## config.mk

```make
export PLATFORM = sky130hd
export DESIGN_NAME = wb_regfile
export DESIGN_NICKNAME = d
export VERILOG_FILES = /design/src/rtl/wb_regfile.sv
export SDC_FILE = /design/constraint.sdc
export NUM_CORES = 1
export LEC_CHECK = 0
export ABC_CLOCK_PERIOD_IN_PS = 1450
export CAP_MARGIN = 20
export CORE_MARGIN = 4
export CORE_UTILIZATION = 50
export CTS_CLUSTER_SIZE = 8
export DETAILED_ROUTE_END_ITERATION = 8
export PLACE_DENSITY = 0.77
export SLEW_MARGIN = 40
export SYNTH_ARGS = -nofsm -noshare
export SYNTH_HDL_FRONTEND = slang
export SYNTH_SLANG_ARGS = --single-unit
```

## constraint.sdc

```tcl
create_clock -name clk_i -period 1.45 [get_ports clk_i]
set_input_delay 0.145 -clock clk_i [delete_from_list [all_inputs] [get_ports clk_i]]
set_output_delay 0.145 -clock clk_i [all_outputs]
set_load 0.005 [all_outputs]
```

## src/rtl/wb_regfile.sv

```systemverilog
// Writeback stage: picks the writeback value, commits it to an 8x16 register file,
// serves two bypassed read ports and counts retired register writes.
module wb_regfile #(
  parameter int unsigned DATA_W = 16,
  parameter int unsigned ADDR_W = 3,
  parameter int unsigned CNT_W  = 16
) (
  input  logic              clk_i,
  input  logic              rst_i,
  input  logic [DATA_W-1:0] wb_memData_i,
  input  logic [DATA_W-1:0] wb_aluResult_i,
  input  logic [ADDR_W-1:0] wb_reg3_i,
  input  logic              wb_resultOrMem_i,
  input  logic              wb_regWrite_i,
  input  logic [ADDR_W-1:0] id_raddr1_i,
  input  logic [ADDR_W-1:0] id_raddr2_i,
  output logic [DATA_W-1:0] id_rdata1_o,
  output logic [DATA_W-1:0] id_rdata2_o,
  output logic              fwd_wen_o,
  output logic [ADDR_W-1:0] fwd_waddr_o,
  output logic [DATA_W-1:0] fwd_wdata_o,
  output logic [CNT_W-1:0]  retired_cnt_o
);

  localparam int unsigned NUM_REGS = 2 ** ADDR_W;

  logic [DATA_W-1:0] regs [NUM_REGS];
  logic [DATA_W-1:0] wdata;
  logic [CNT_W-1:0]  retired_cnt;

  assign wdata = wb_resultOrMem_i ? wb_memData_i : wb_aluResult_i;

  // Storage and retired-write counter; every register including R0 is writable.
  always_ff @(posedge clk_i or negedge rst_i) begin
    if (!rst_i) begin
      for (int unsigned i = 0; i < NUM_REGS; i++) begin
        regs[i] <= '0;
      end
      retired_cnt <= '0;
    end else if (wb_regWrite_i) begin
      regs[wb_reg3_i] <= wdata;
      retired_cnt     <= retired_cnt + CNT_W'(1);
    end
  end

  assign retired_cnt_o = retired_cnt;

  // Read ports see the value being written this cycle; reset forces everything quiet.
  always_comb begin
    id_rdata1_o = '0;
    id_rdata2_o = '0;
    fwd_wen_o   = 1'b0;
    fwd_waddr_o = '0;
    fwd_wdata_o = '0;
    if (rst_i) begin
      id_rdata1_o = (wb_regWrite_i && (id_raddr1_i == wb_reg3_i)) ? wdata : regs[id_raddr1_i];
      id_rdata2_o = (wb_regWrite_i && (id_raddr2_i == wb_reg3_i)) ? wdata : regs[id_raddr2_i];
      fwd_wen_o   = wb_regWrite_i;
      fwd_waddr_o = wb_reg3_i;
      fwd_wdata_o = wdata;
    end
  end

endmodule

```

==> summary.md <==
| Metric | Value |
|---|---|
| Initial Util | `51.2%` |
| Crit-path max FO | `2` |
| Initial DRC count | `about 860` |
| Clock sinks | `144` |
| Top post-synthesis cells by area | `dfrtp_1 44%, mux4_1 11%, mux4_2 8.3%` |
| Top FF cell, synth | `dfrtp_1` |
| Routed len/inst | `22.0 um` |
| Top-count cell post-synth | `dfrtp_1` |
| Final Max Tran Viols | `0` |
| Critical path arrival | `about 2.0 ns` |
| Crit start category | `flip-flop` |
| Reg-to-Reg End | `retired_cnt_o[10]$_DFFE_PN0P_` |
| Die footprint | `0.0184 sq mm` |
| Period utilization | `150%` |
| Mapped Area | `0.00817 sq mm` |
| Vias per Instance | `5.99` |
| Critical path data required time | `1.31 ns` |
| RSZ-0062 raised after global routing | `yes` |
| Reg area | `between 0.003 and 0.004 sq mm` |
| IO buf count | `between 100 and 150` |
| DP HPWL | `16.2 mm` |
| 1st-pass router iterations | `6` |
| Leak | `5.37 nW` |
| Measured slew at the worst slew-check pin | `0.645 ns` |
| DRT Wirelength | `around 27 mm` |
| Power Dens Cells | `1270 mW/mm^2` |
| Clock skew | `0.00243 ns` |
| First-pass GRT wire length | `41.3 mm` |
| Post-synth top area share | `44.1%` |
| Adder-Cell Fraction of Synth Area | `0.153%` |
| H-tree depth | `4` |
| Site Rows | `46` |
| Max Freq | `460 MHz` |
| # DRC | `0` |
| Vias | `7333` |
| Setup TNS | `-24.80 ns` |
| Fin Hold WS | `-0.0352 ns` |
| Violated checks | `negative hold slack, negative setup slack` |
| Initial antenna violation count | `0` |
| Tot Pwr | `14.6 mW` |
| Worst-Skew Late Latency | `0.43 ns` |
| Hold crit path type | `in -> async` |
| Dpl ws | `-0.893 ns` |
| Gr usage total | `29.3%` |
| Reg-to-Reg Start | `retired_cnt_o[1]$_DFFE_PN0P_` |
| Area growth, synth to finish | `40.6%` |
| Yosys top cell by area | `dfrtp_1` |
| Simple-gate share of the synthesized area | `15.5%` |
| Synthesized Nets | `just over 800` |
| Async S/R FF share, synth | `100%` |
| Syn. warnings | `0` |
| Area of the multi-input gates | `approximately 0.0043 sq mm` |
| Max cap viols | `0` |
| Final setup fails | `42` |
| Commonest cells in the netlist | `144 x dfrtp_1, 136 x nand2_1, 67 x nor2_1` |
| Num ports | `113` |
| Netlist cell types | `29` |
| Antenna Cells | `0` |
| CTS tree | `done` |
| Slew Limit Headroom | `57.0%` |
| Gate count of the mapped netlist | `766` |
| Largest family of logic cells by synthesized area | `multiplexers` |
| Filler cells | `1029` |
| Remaining Overflow, GRT | `0` |
| R2R cell count | `7` |
| Dpl cells | `1123` |
| CTS root buffer | `clkbuf_16` |
| Mux cell area share after synthesis | `about 25%` |
| Final nets | `1042` |
| Layout cells sized above 1 | `34.3%` |
| GP Congestion | `0.829` |
| Clock Tree Buf Depth | `2` |
| Routed Antenna Nets | `0` |
| Total CTS buffers | `17` |
| Final worst slack | `-0.724 ns` |
| Post-layout util | `72.1%` |
| XOR/XNOR Fraction of Synth Area | `2.25%` |
| Number of flops mapped to enable cells by yosys | `0` |
| Post-synthesis compound-gate area fraction | `7.84%` |
| Mean Syn Cell Area | `10.7 sq um` |
| Final Non-Filler Cells | `1225` |
| Number of global-route vias before repair | `between 7000 and 8000` |
| Post-synthesis sequential area ratio | `about 44%` |
| Register bit count reported by yosys | `about 140` |
| Clock-pin slew on the worst setup and hold paths | `about 0.060 ns` |
| Die height | `136 um` |
| Die Span X | `136 um` |
| Maximum VDD drop | `0.00110 V` |
| CP Capture Type | `output pin` |
| Period minus WS final | `2.17 ns` |
| Core Box Area | `0.0159 sq mm` |
| Register-to-register setup slack | `0.01 ns` |
| Largest net degree at the start of global routing | `between 50 and 60` |
| Crit path kind | `reg -> out` |
| Final Hold Fails | `24` |
| Outcome | `complete, but fails checks` |
-- critical path, stage by stage (launching register included) --
cell	delay (ns)
dfrtp_1	0.38
buf_6	0.12
mux4_2	0.46
mux2i_2	0.21
nand2_1	0.13
and3_1	0.18
buf_2	0.13
-- per-stage QoR --
stage	hold WS, ns	area [sq um]
global route	0.0238	11500
CTS	0.360	11200
global placement	0.124	10300
detailed placement	0.123	10300
finish	-0.0352	11500
floorplan	-0.151	8180
-- cell type report --
class / instances / area share, %
Multi-Input combinational cell: 544 / 37.7
Sequential cell: 144 / 31.4
Timing Repair Buffer: 289 / 23.6
Clock buffer: 20 / 3.80
Tap cell: 216 / 2.35
Clock inverter: 12 / 1.20
-- kinds of logic (layout without fill, tap and decap cells) --
| family | after synthesis | after routing |
|---|---|---|
| compound gates | 128 | 128 |
| xor+xnor | 21 | 21 |
| fa+ha+maj | 1 | 1 |
| buf+inv | 78 | 321 |
| flops | 144 | 144 |
| mux | 113 | 113 |
| simple gates | 281 | 281 |
-- layout by cell type, fill, tap and decap left out, types with 26 or more instances in the layout --
cell type        synthesis  final
a21oi_1                 64     64
and3_1                  34     33
buf_12                   0     29
buf_2                   27     36
buf_4                    3    120
buf_6                    8     28
clkdlybuf4s50_1          0     35
dfrtp_1                144    144
dlygate4sd2_1            0     29
mux2i_1                 48     26
mux4_2                  30     61
nand2_1                136    135
nor2_1                  67     67
o21ai_0                 64     64
-- flip-flops by register name, summed over array words and instances, names as in the netlist --
register and count:
regs 128, retired_cnt_o 16
-- worst max-delay path by stage --
stage,startpoint,endpoint,cells past startpoint
floorplan,id_raddr1_i[1],id_rdata1_o[0],6
global placement,id_raddr1_i[2],id_rdata1_o[13],8
detailed placement,wb_reg3_i[0],id_rdata2_o[2],7
CTS,regs[84]$_DFFE_PN0P_,id_rdata1_o[4],6
global route,regs[84]$_DFFE_PN0P_,id_rdata1_o[4],6
finish,regs[84]$_DFFE_PN0P_,id_rdata1_o[4],6
-- routing by layer --
metal  GRT usage (%)  routed length (um)
met1            36.3                9980
met4            12.9                1010
met2            50.5               13700
met3            5.59                2220
met5               0                   0
-- power by group --
| part | internal [mW] | switching [mW] |
|---|---|---|
| Combinational | 2.69 | 2.02 |
| Clock | 2.54 | 1.78 |
| Sequential | 4.86 | 0.729 |
| Total | 10.1 | 4.53 |
-- what timing repair did --
| item | 4_1_cts | 5_1_grt |
|---|---|---|
| pin swaps | 38 | 37 |
| setup buffers | 50 | 17 |
| cloned | 0 | 1 |
| resized for setup | 258 | 40 |
| setup endpoints to repair | 90 | 59 |
| hold endpoints to repair | 144 | 33 |
| hold buffers | 1 | 1 |
No activity file was read; power rests on OpenSTA's default activity.
